### config.mk
export PLATFORM = sky130hd
export DESIGN_NAME = uart_row_reporter
export DESIGN_NICKNAME = d
export VERILOG_FILES = /design/src/rtl/uart_row_reporter.sv
export SDC_FILE = /design/constraint.sdc
export NUM_CORES = 1
export LEC_CHECK = 0
export CAP_MARGIN = 20
export CORE_AREA = 2 2 151 153
export CTS_CLUSTER_DIAMETER = 120
export DETAILED_ROUTE_END_ITERATION = 8
export DIE_AREA = 0 0 153 155
export PLACE_DENSITY_LB_ADDON = 0.12
export RECOVER_POWER = 25
export SYNTH_ARGS = -nofsm -noshare
export SYNTH_HDL_FRONTEND = slang
export SYNTH_SLANG_ARGS = --single-unit
export TNS_END_PERCENT = 30
### constraint.sdc
create_clock -name clk -period 4.1 [get_ports clk]
set_clock_uncertainty 0.15 [all_clocks]
set_input_delay 0.82 -clock clk [delete_from_list [all_inputs] [get_ports clk]]
set_output_delay 0.82 -clock clk [all_outputs]
set_load 0.01 [all_outputs]
### src/rtl/uart_row_reporter.sv
// uart_row_reporter: streams a header plus per-channel row dumps and status chars as ASCII
// bytes over a ready/valid interface. Define ROW_REPORT_HEX_EN to send rows as hex digits.
module uart_row_reporter #(
  parameter int ROW_W        = 141,
  parameter int NUM_ROWS     = 15,
  parameter int NUM_CH       = 4,
  parameter int HEADER_LEN   = 28,
  parameter int WAIT_TIMEOUT = 0,
  localparam int CH_W        = (NUM_CH > 1) ? $clog2(NUM_CH) : 1,
  localparam int ROW_AW      = (NUM_ROWS > 1) ? $clog2(NUM_ROWS) : 1
) (
  input  logic                    clk,
  input  logic                    reset,
  input  logic                    trig,
  input  logic [8*HEADER_LEN-1:0] header,
  input  logic [NUM_CH-1:0]       src_ready,
  input  logic [NUM_CH-1:0]       src_done,
  output logic [CH_W-1:0]         row_ch,
  output logic [ROW_AW-1:0]       row_addr,
  input  logic [ROW_W-1:0]        row_data,
  output logic [7:0]              tx_data,
  output logic                    tx_valid,
  input  logic                    tx_ready,
  output logic                    busy,
  output logic                    frame_done
);

`ifdef ROW_REPORT_HEX_EN
  localparam int BUF_W     = ((ROW_W + 3) / 4) * 4;
  localparam int ROW_CHARS = BUF_W / 4;
  localparam int SHIFT     = 4;
`else
  localparam int BUF_W     = ROW_W;
  localparam int ROW_CHARS = ROW_W;
  localparam int SHIFT     = 1;
`endif
  localparam int MAX_CNT = (HEADER_LEN > ROW_CHARS) ? ((HEADER_LEN > 4) ? HEADER_LEN : 4)
                                                    : ((ROW_CHARS > 4) ? ROW_CHARS : 4);
  localparam int CNT_W   = $clog2(MAX_CNT + 1);
  localparam int WT_W    = (WAIT_TIMEOUT > 0) ? $clog2(WAIT_TIMEOUT + 1) : 1;

  typedef enum logic [3:0] {
    IDLE, HEADER, CH_WAIT, TAG, ROW_REQ, ROW_BUF, ROW_SEND, STATUS, NL, TMO
  } stateT;

  stateT             state, nextState;
  logic [CNT_W-1:0]  byteCnt;
  logic [BUF_W-1:0]  rowBuf;
  logic [WT_W-1:0]   waitCnt;
  logic              statusBit;
  logic [CH_W-1:0]   rowChQ;
  logic [ROW_AW-1:0] rowAddrQ;
  logic              frameDoneQ;
  logic [7:0]        txDataC;
  logic              txValidC;
  logic              accept;
  logic              lastCh;
  logic              lastRow;
  logic [7:0]        tagChar;

  function automatic logic [7:0] hexChar(input logic [3:0] n);
    return (n < 4'd10) ? 8'h30 + {4'd0, n} : 8'h37 + {4'd0, n};
  endfunction

  assign accept  = txValidC & tx_ready;
  assign lastCh  = (rowChQ == CH_W'(NUM_CH - 1));
  assign lastRow = (rowAddrQ == ROW_AW'(NUM_ROWS - 1));
  assign tagChar = hexChar(4'(rowChQ));

  // NOTE: every output of this block gets a default first, so no path leaves one unassigned
  // and no latch is inferred.
  always_comb begin
    nextState = state;
    txValidC  = 1'b0;
    txDataC   = 8'h00;
    case (state)
      IDLE:    if (trig) nextState = HEADER;
      HEADER: begin
        txValidC = 1'b1;
        txDataC  = header[8 * (HEADER_LEN - 1 - int'(byteCnt)) +: 8];
        if (accept && byteCnt == CNT_W'(HEADER_LEN - 1)) nextState = CH_WAIT;
      end
      CH_WAIT: begin
        if (src_ready[rowChQ]) nextState = TAG;
        else if (WAIT_TIMEOUT != 0 && waitCnt == WT_W'(WAIT_TIMEOUT)) nextState = TMO;
      end
      TAG: begin
        txValidC = 1'b1;
        txDataC  = (byteCnt == '0) ? tagChar : 8'h3A;
        if (accept && byteCnt != '0) nextState = ROW_REQ;
      end
      ROW_REQ: nextState = ROW_BUF;
      ROW_BUF: nextState = ROW_SEND;
      ROW_SEND: begin
        txValidC = 1'b1;
`ifdef ROW_REPORT_HEX_EN
        txDataC  = hexChar(rowBuf[BUF_W-1 -: 4]);
`else
        txDataC  = rowBuf[BUF_W-1] ? 8'h31 : 8'h30;
`endif
        if (accept && byteCnt == CNT_W'(ROW_CHARS - 1)) nextState = lastRow ? STATUS : ROW_REQ;
      end
      STATUS: begin
        txValidC = 1'b1;
        txDataC  = statusBit ? 8'h31 : 8'h30;
        if (accept) nextState = NL;
      end
      NL: begin
        txValidC = 1'b1;
        txDataC  = 8'h0A;
        if (accept) nextState = lastCh ? IDLE : CH_WAIT;
      end
      TMO: begin
        txValidC = 1'b1;
        case (byteCnt)
          CNT_W'(0): txDataC = tagChar;
          CNT_W'(1): txDataC = 8'h3A;
          CNT_W'(2): txDataC = 8'h54;
          default:   txDataC = 8'h0A;
        endcase
        if (accept && byteCnt == CNT_W'(3)) nextState = lastCh ? IDLE : CH_WAIT;
      end
      default: nextState = IDLE;
    endcase
  end

  // NOTE: sequential state uses non-blocking assignments so every register samples the
  // values from before this edge, independent of statement order.
  always_ff @(posedge clk) begin
    if (reset) begin
      state      <= IDLE;
      byteCnt    <= '0;
      rowBuf     <= '0;
      waitCnt    <= '0;
      statusBit  <= 1'b0;
      rowChQ     <= '0;
      rowAddrQ   <= '0;
      frameDoneQ <= 1'b0;
    end else begin
      state      <= nextState;
      frameDoneQ <= (nextState == IDLE) && (state != IDLE);

      if (nextState != state) byteCnt <= '0;
      else if (accept)        byteCnt <= byteCnt + CNT_W'(1);

      // Wait counter restarts on every CH_WAIT entry and sticks at its maximum.
      if (nextState == CH_WAIT && state != CH_WAIT) waitCnt <= '0;
      else if (state == CH_WAIT && waitCnt != '1)   waitCnt <= waitCnt + WT_W'(1);

      if (state == ROW_BUF)                rowBuf <= BUF_W'(row_data);
      else if (state == ROW_SEND && accept) rowBuf <= rowBuf << SHIFT;

      if (nextState == STATUS && state != STATUS) statusBit <= src_done[rowChQ];

      if ((state == NL || state == TMO) && nextState != state) begin
        rowChQ   <= lastCh ? '0 : rowChQ + CH_W'(1);
        rowAddrQ <= '0;
      end else if (state == ROW_SEND && nextState == ROW_REQ) begin
        rowAddrQ <= rowAddrQ + ROW_AW'(1);
      end
    end
  end

  assign row_ch     = rowChQ;
  assign row_addr   = rowAddrQ;
  assign tx_data    = txDataC;
  assign tx_valid   = txValidC;
  assign busy       = (state != IDLE);
  assign frame_done = frameDoneQ;

endmodule

==> impl_metrics.ini, run 1 <==
[sta]
max_freq_mhz = 247
finalSetupTns_ps = 0
fin_crit_ps = 4050
finalCritPeriodShare_pct = 98.8
worst_slew_pin_slew_ps = 1730
hold_violations = 0
max_slew_margin_pct = -15.5
setup_viol = 0
rsz0062_at_grt = no
slew_viol_final = 41

[pwr]
peakVddDrop_mv = 0.190
total_power_mw = 3.69
swShare_pct = 23.3
p_per_area_nw_per_um2 = 272
p_comb_share_pct = 15.2
p_switching_mw = 0.858
p_leak_nw = 4.67
clkPwrFrac_pct = 42.2
seqPwrFrac_pct = 42.6
internal_power_mw = 2.83

[run_status]
violations = capacitance limit, slew limit
status = finished with violations

[logic_synthesis]
synth_top_area_share_pct = 36.3
syn_area_per_cell_um2 = 8.58
syn_area_um2 = 8870
yosys.area.top_type = dfxtp_1
synth.net_count = 1422
ys_types = 52
ys_ff_latch = 161
synth_edf_count = 0
ys.flop_type = dfxtp_1
synth-async-reset-ratio_pct = 0
synth_area_leaders = dfxtp_1 36%, mux4_2 15%, a22oi_1 9.0%, nand2_1 7.3%, a21oi_1 6.7%
ys_seq_area_share_pct = 36.3
ys_warn_count = 0
netlist_instances = 1034

[worst_setup_path]
cp_cell_sequence = clkdlybuf4s50_1, mux4_2, nand2_1, a21oi_1, a311o_1, and3_1, clkdlybuf4s50_1
max_stage_delay_ps = 520
critPathKind = in2out
crit_required_ps = 3130
cp_slowest_cell = clkdlybuf4s50_1
endpoint_kind = output pin
cp_common_cell = clkdlybuf4s50_1
cp_max_fo = 1
reg2reg_setup_slack_ps = 470
cp_top_family = buffers and inverters
arrival_ps = 3080
startpoint_type = input pin
path_buf_inv = 2

[finish]
final_cells = 1672
layout.nets = 1762
drive_gt1_share_pct = 8.87
syn_to_final_growth_pct = 52.9
antenna_cells = 0
design_area_um2 = 13600

[floorplan]
core_um2 = 22200
rows = 55
fp.dieW_um = 153
ios = 394
die_area_um2 = 23700
initial_core_util_pct = 39.9
die_h_um = 155

[place]
port_buffers = 393
place_area_um2 = 13000
dp.cells = 1640
dpl.hpwl_mm = 23.0
place.gp.congestion = 0.852

[min_path]
min_path_type = reg2reg

[clocking]
clockRootBuffer = clkbuf_16
clkLatencyLatePin_ps = 430
clkSinkCount = 161
clkTransAtPathRegs_ps = 70
htreeDepth = 4
cts_buffers = 17
cts_tree = done
hold_buffers = 0
cts_buffer_depth = 2

[global_route]
grt_antenna_before_repair = 0
grt_usage_pct = 25.4
grt_overflow = 0
grt_max_degree = 83
grt_pass1_vias = 9000
grt_pass1_wl_mm = 48.1

[routing]
drt_iter0_markers = 620
vias = 9282
route.detailed.drc = 0
met1Wirelength_mm = 12.9
met2WireLength_mm = 15.3
drt-total-wl_mm = 31.0
via_per_inst = 5.55
ant_nets = 0
drt_first_pass_iters = 6
wl_met3_mm = 2.03
wl_per_cell_um = 18.6
highest_layer = met4

[flow_run]
max_cap_viol_count = 1
## power by group through the flow
stage / logic, mW / clock network, mW / registers, mW
finish: 0.561 / 1.56 / 1.57
global route: 0.595 / 1.65 / 1.57
CTS: 0.565 / 1.59 / 1.57
detailed placement: 0.561 / 0 / 1.61
global placement: 0.557 / 0 / 1.61
floorplan: 0.153 / 0 / 1.60
## final cells by class
type	instances	area, µm²
sequential	161	3230
inverter	8	30.0
fill	1969	8670
clock inverter	14	150
tap	285	357
clock buffer	18	429
multi-input combinational	772	5250
timing repair buffer	414	4120
## layer usage
metal / up-vias / GRT usage, %
met5: - / 0
met4: 0 / 8.60
met3: 53 / 6.07
met2: 333 / 42.6
met1: 4391 / 32.3
li1: 4505 / -
## cell usage after synthesis (all sizes together), types with 3 or more instances
library cell and instances:
a21o 3, a21oi 118, a2111oi 9, or3 7
nor2 115, ha 11, mux2i 11, xor2 3
dfxtp 161, nor3 3, inv 8, mux4 58
o21ai 23, and3 23, a31oi 11, buf 23
nand3 21, a311oi 6, xnor2 7, nand4 7
nand2 172, a22oi 106, nor4 31, clkbuf 70
## worst min-delay path, stage by stage, from the launching register on
cell	delay [ps]
dfxtp_1	310
nand2_1	50
a21oi_1	50
## cells by family (layout without fill, tap and decap cells)
group                      count (synthesis)  after routing  synth area share [%]
DFF                                      161            161                  36.3
muxes                                     70             70                  16.1
buffers and inverters                    101            454                  4.66
xor gates and xnor gates                  10             10                 0.988
and+or+nand+nor                          394            394                  19.6
AOI/OAI and AO/OA                        287            287                  20.8
adders and majority gates                 11             11                  1.55
## metrics by stage
stage	worst slack (ps)	hold WS, ps	util (%)
after detailed placement	77.1	297	58.5
after global routing	21.2	322	61.0
after floorplan	986	284	-
after global placement	69.2	292	58.5
final	47.6	305	61.0
after CTS	55.9	306	61.1
## repair_timing
item,4_1_cts,5_1_grt
hold endpoints to repair,0,0
setup buffers,0,0
gates resized for setup,0,2
setup endpoints to repair,0,4
## state kept, by name, indices dropped and copies added, names as in the netlist
signal and flops:
rowBuf 141, statusBit 1, frame_done 1, row_addr 4, row_ch 2, state 4, byteCnt 8
## final timing paths
| kind | end | cells after the start | from |
|---|---|---|---|
| max reg2reg | rowBuf[26] | 8 | state[3] |
| min reg2reg | rowBuf[86] | 2 | rowBuf[86] |
| min | rowBuf[86] | 2 | rowBuf[86] |
| max | tx_data[7] | 7 | header[95] |
## layout by cell type, fill, tap and decap left out, types with 10 or more instances in the layout
cell             Yosys  routed
a21oi_1            118     118
a22oi_1            106     106
a31oi_1             11      11
and3_1              23      23
buf_4                2      14
clkbuf_16            0      17
clkdlybuf4s50_1      0     385
dfxtp_1            161     158
ha_1                11      10
mux2i_1             11      11
mux4_2              58      58
nand2_1            172     172
nand3_1             21      21
nor2_1             115     114
nor4_1              31      31
o21ai_0             21      21
Note: power is estimated with default switching activity, not from simulation.
==> run 2, diff against run 1 <==
--- a/config.mk
+++ b/config.mk
@@ -6,12 +6,13 @@
 export NUM_CORES = 1
 export LEC_CHECK = 0
 export CAP_MARGIN = 20
-export CORE_AREA = 2 2 151 153
+export CORE_AREA = 2 2 152 154
 export CTS_CLUSTER_DIAMETER = 120
 export DETAILED_ROUTE_END_ITERATION = 8
-export DIE_AREA = 0 0 153 155
+export DIE_AREA = 0 0 154 156
 export PLACE_DENSITY_LB_ADDON = 0.12
 export RECOVER_POWER = 25
+export REMOVE_ABC_BUFFERS = 1
 export SYNTH_ARGS = -nofsm -noshare
 export SYNTH_HDL_FRONTEND = slang
 export SYNTH_SLANG_ARGS = --single-unit
==> run 2 against run 1 <==
Die area is 1.3% higher. Maximum frequency up 4.1%. Clock-buffer cell count did not move. Utilization hardly changed. Hold slack hardly changed. Register-to-register slack gained 150 ps. Non-clock buffer count rose by 1. The run still ends with capacitance limit, slew limit left. Power up 1.5%.
==> impl_metrics.ini, run 2 (same netlist as run 1, synthesis figures left out) <==
[floorplan]
initial_core_util_pct = 39.6
rows = 55
die_h_um = 156
fp.dieW_um = 154
ios = 394
core_um2 = 22400
die_area_um2 = 24000

[place]
place.gp.congestion = 0.874
dpl.hpwl_mm = 23.4
port_buffers = 393
dp.cells = 1640
dp_worst_setup_slack_ps = 288

[clocking]
htreeDepth = 4
cts_resized = 0
clkLatencyLatePin_ps = 420
cts_buffers = 17
clkTransAtPathRegs_ps = 70
cts_tree = done
cts_buffer_depth = 2
clockRootBuffer = clkbuf_16
clkSinkCount = 161

[run_status]
violations = capacitance limit, slew limit
status = finished with violations

[pwr]
p_per_area_nw_per_um2 = 275
peakVddDrop_mv = 0.261
p_leak_nw = 4.70
total_power_mw = 3.74

[sta]
worst_slew_pin_slew_ps = 1760
finalSetupTns_ps = 0
rsz0062_at_grt = no
timing.final.ws_setup_ps = 206
finalCritPeriodShare_pct = 95.0
hold_violations = 0
slew_viol_final = 40
max_slew_margin_pct = -17.0
setup_viol = 0
fin_crit_ps = 3890
max_freq_mhz = 257

[finish]
syn_to_final_growth_pct = 53.8
final_common_cell = clkdlybuf4s50_1
reg.largest.list = rowBuf x141, byteCnt x8
final_cells = 1684
layout.nets = 1763
fill_cells = 1998
largest-register = rowBuf
final_cell_mix = 384 x clkdlybuf4s50_1, 172 x nand2_1, 158 x dfxtp_1
drive_gt1_share_pct = 8.93
largest_reg_flops = 141

[worst_setup_path]
critPathKind = reg2out
startpoint_type = register
endpoint_kind = output pin
r2r_start = state[1]
worstSetupStartpoint = byteCnt[2]
critical_path.endpoint = tx_data[2]
r2r_cells = 6
reg2reg_setup_slack_ps = 620
arrival_ps = 2920
r2r_end = byteCnt[1]
cp_max_fo = 33
crit_required_ps = 3130

[global_route]
grt_pass1_wl_mm = 48.9
grt_usage_pct = 25.8
grt_pass1_vias = 9158
grt_overflow = 0
grt_max_degree = 110
grt_antenna_before_repair = 11

[flow_run]
max_cap_viol_count = 1

[routing]
wl_per_cell_um = 18.9
via_per_inst = 5.56
vias = 9357
ant_nets = 0
drt-total-wl_mm = 31.9
route.detailed.drc = 0
drt_first_pass_iters = 6
drt_iter0_markers = 860

[min_path]
min_path_type = reg2reg
==> run 2: metal layers <==
layer	part of all wire [%]	up-vias	global-route usage, %
met3	7.1	60	7.42
met5	0	-	2.07
li1	-	4525	-
met4	3.2	0	11.4
met2	50	335	44.5
met1	40	4437	29.8
==> run 2: how the worst min path moves through the flow <==
stage,startpoint,end,cells after the start
final,rowBuf[51],rowBuf[51],2
after global placement,rowBuf[68],rowBuf[68],2
after CTS,rowBuf[112],rowBuf[112],2
after detailed placement,rowBuf[51],rowBuf[51],2
after floorplan,rowBuf[140],rowBuf[140],2
after global routing,rowBuf[112],rowBuf[112],2
==> run 2: worst max-delay path, cell delays in order (launching register included) <==
cell and delay [ps]:
dfxtp_2 330, buf_4 380, inv_1 120, ha_1 660, a31oi_1 70, o21ai_0 170, nand3_1 120, nand2_1 80
clkdlybuf4s50_1 560
==> run 2: timing repair <==
item                                    4_1_cts  5_1_grt
endpoints found under the setup margin        0        3
hold buffers                                  0        0
setup buffers                                 0        1
==> run 2: layout make-up <==
cell class	instances	area [µm²]	area share (%)
multi-input cells	772	5250	38.4
inverters	8	30.0	0.220
clock inverters	14	169	1.24
repair buffers	415	4160	30.5
well taps	285	357	2.61
clock buffers	18	429	3.15
flip-flops and latches	161	3230	23.7
diodes	11	27.5	0.202
==> run 2: per-stage QoR <==
stage | area, µm² | util, % | hold slack [ps]
6_report | 13600 | 61.0 | 304
5_1_grt | 13600 | 61.0 | 317
4_1_cts | 13600 | 60.9 | 306
3_5_place_dp | 13000 | 58.2 | 297
3_3_place_gp | 13000 | 58.2 | 292
2_1_floorplan | 8480 | - | 278
==> run 2: where the power goes <==
group          internal (mW)  total (mW)  switching [mW]
Clock                  0.919        1.61           0.696
Combinational          0.410       0.559           0.148
Sequential              1.56        1.57         0.00697
==> run 3, diff against run 2 <==
--- a/config.mk
+++ b/config.mk
@@ -6,10 +6,11 @@
 export NUM_CORES = 1
 export LEC_CHECK = 0
 export CAP_MARGIN = 20
-export CORE_AREA = 2 2 152 154
+export CORE_AREA = 2 2 151 153
 export CTS_CLUSTER_DIAMETER = 120
 export DETAILED_ROUTE_END_ITERATION = 8
-export DIE_AREA = 0 0 154 156
+export DIE_AREA = 0 0 153 155
+export HOLD_SLACK_MARGIN = 0.06
 export PLACE_DENSITY_LB_ADDON = 0.12
 export RECOVER_POWER = 25
 export REMOVE_ABC_BUFFERS = 1
==> run 3 against run 2 <==
The run still ends with capacitance limit, slew limit left. Clock-buffer cell count unchanged. Sequential power about the same. Hold slack improved by 0.69 ps. Power decreased by 1.9%. Non-clock buffer count increased by 1. Die area decreased by 1.3%. Register-to-register slack got worse by 20 ps.
==> impl_metrics.ini, run 3 (same netlist as run 1, synthesis figures left out) <==
[pwr]
p_per_area_nw_per_um2 = 270
p_leak_nw = 4.68
peakVddDrop_mv = 0.281
total_power_mw = 3.67

[routing]
wl_per_cell_um = 19.1
route.detailed.drc = 0
via_per_inst = 5.59
drt_iter0_markers = 751
drt_first_pass_iters = 5
drt-total-wl_mm = 32.1
ant_nets = 0
vias = 9382

[worst_setup_path]
max_stage_delay_ps = 600
cp_common_cell = clkdlybuf4s50_1
arrival_ps = 2970
startpoint_type = input pin
endpoint_kind = output pin
r2r_start = state[1]
cp_cell_sequence = clkdlybuf4s50_1, mux4_2, mux2i_1, o21ai_0, nand3_1, nand2_1, clkdlybuf4s50_1
cp_max_fo = 1
critPathKind = in2out
r2r_end = rowBuf[51]
reg2reg_setup_slack_ps = 600
r2r_cells = 6
crit_required_ps = 3130
cp_slowest_cell = mux4_2

[sta]
finalSetupTns_ps = 0
max_freq_mhz = 254
setup_viol = 0
fin_crit_ps = 3940
hold_violations = 0
slew_viol_final = 40
finalCritPeriodShare_pct = 96.2
max_slew_margin_pct = -12.5
timing.final.ws_setup_ps = 156
worst_hold_slack_ps = 305
rsz0062_at_grt = no
worst_slew_pin_slew_ps = 1690

[clocking]
htreeDepth = 4
post_cts.repair.setup_buffers = 0
cts_buffer_depth = 2
clkTransAtPathRegs_ps = 60
hold_buffers = 0
clkLatencyLatePin_ps = 420
cts_buffers = 17
clkSinkCount = 161
clockRootBuffer = clkbuf_16
cts_tree = done

[floorplan]
die_area_um2 = 23700
rows = 55
initial_core_util_pct = 39.9
fp.dieW_um = 153
ios = 394
die_h_um = 155
core_um2 = 22200

[min_path]
whs_path_depth = 2
worstHoldStart = rowBuf[4]
hold_path_end = rowBuf[4]
min_path_type = reg2reg

[finish]
final_cell_mix = 384 x clkdlybuf4s50_1, 172 x nand2_1, 158 x dfxtp_1
layout.nets = 1764
final_util_pct = 61.2
fill_cells = 2001
final_common_cell = clkdlybuf4s50_1
drive_gt1_share_pct = 9.22
reg.largest.list = rowBuf x141, byteCnt x8
multi_input_area_um2 = 5260
final_cells = 1677
largest_reg_flops = 141
seq_area_um2 = 3230
largest-register = rowBuf
syn_to_final_growth_pct = 53.4
design_area_um2 = 13600

[global_route]
grt_overflow = 0
grt_antenna_before_repair = 3
grt_usage_pct = 26.1
grt_pass1_wl_mm = 49.3
grt_max_degree = 111
grt_pass1_vias = 9051

[run_status]
status = finished with violations
violations = capacitance limit, slew limit

[place]
port_buffers = 393
dp.cells = 1642
dp_worst_setup_slack_ps = 152
dpl.hpwl_mm = 23.9
place_area_um2 = 13000
place.gp.congestion = 0.889

[flow_run]
max_cap_viol_count = 1
-- run 3: cell types whose count changed in the layout (fill, tap and decap cells not counted), sizes merged --
cell | previous run | this run
diode | 11 | 3
bufinv | 2 | 0
clkbuf | 20 | 21
clkinv | 2 | 3
inv | 15 | 16
-- run 3: worst max-delay path by stage --
stage | depth (start not counted) | slack (ps) | endpoint | from
final | 7 | 160 | tx_data[5] | header[69]
after detailed placement | 7 | 150 | tx_data[5] | header[69]
after CTS | 8 | 50 | tx_data[5] | byteCnt[2]
after global placement | 7 | 150 | tx_data[5] | header[69]
after global routing | 9 | 30 | tx_data[5] | byteCnt[3]
after floorplan | 5 | -8460 | rowBuf[100] | state[2]
-- run 3: worst max-delay path, delay by kind of cell --
family / cells / cell delay, ps
buf+inv: 2 / 1030
mux: 2 / 760
simple gates: 2 / 220
compound gates: 1 / 140
-- run 3: layout make-up --
class                           count  share of cell area [%]
Inverter                            8                   0.221
Multi-Input combinational cell    772                    38.7
Sequential cell                   161                    23.7
Antenna cell                        3                  0.0552
Clock buffer                       18                    3.15
Timing Repair Buffer              416                    30.5
Tap cell                          285                    2.62
Clock inverter                     14                    1.06
-- run 3: report_power, final --
group | switching [mW] | total, mW | internal (mW) | leakage (nW)
sequential | 0.00353 | 1.57 | 1.56 | 1.30
combinational | 0.162 | 0.573 | 0.411 | 3.11
clock | 0.720 | 1.53 | 0.812 | 0.273
-- run 3: repair_timing --
action,in CTS,in global routing
gates resized for setup,1,2
endpoints found under the setup margin,1,2
endpoints found under the hold margin,0,0
-- run 3: layer usage --
| metal | up-vias | GRT usage (%) | share of wire (%) |
|---|---|---|---|
| li1 | 4503 | - | - |
| met1 | 4496 | 32.1 | 41 |
| met2 | 342 | 45.8 | 50 |
| met3 | 41 | 5.38 | 5.8 |
| met4 | 0 | 9.08 | 2.9 |
| met5 | - | 0 | 0 |
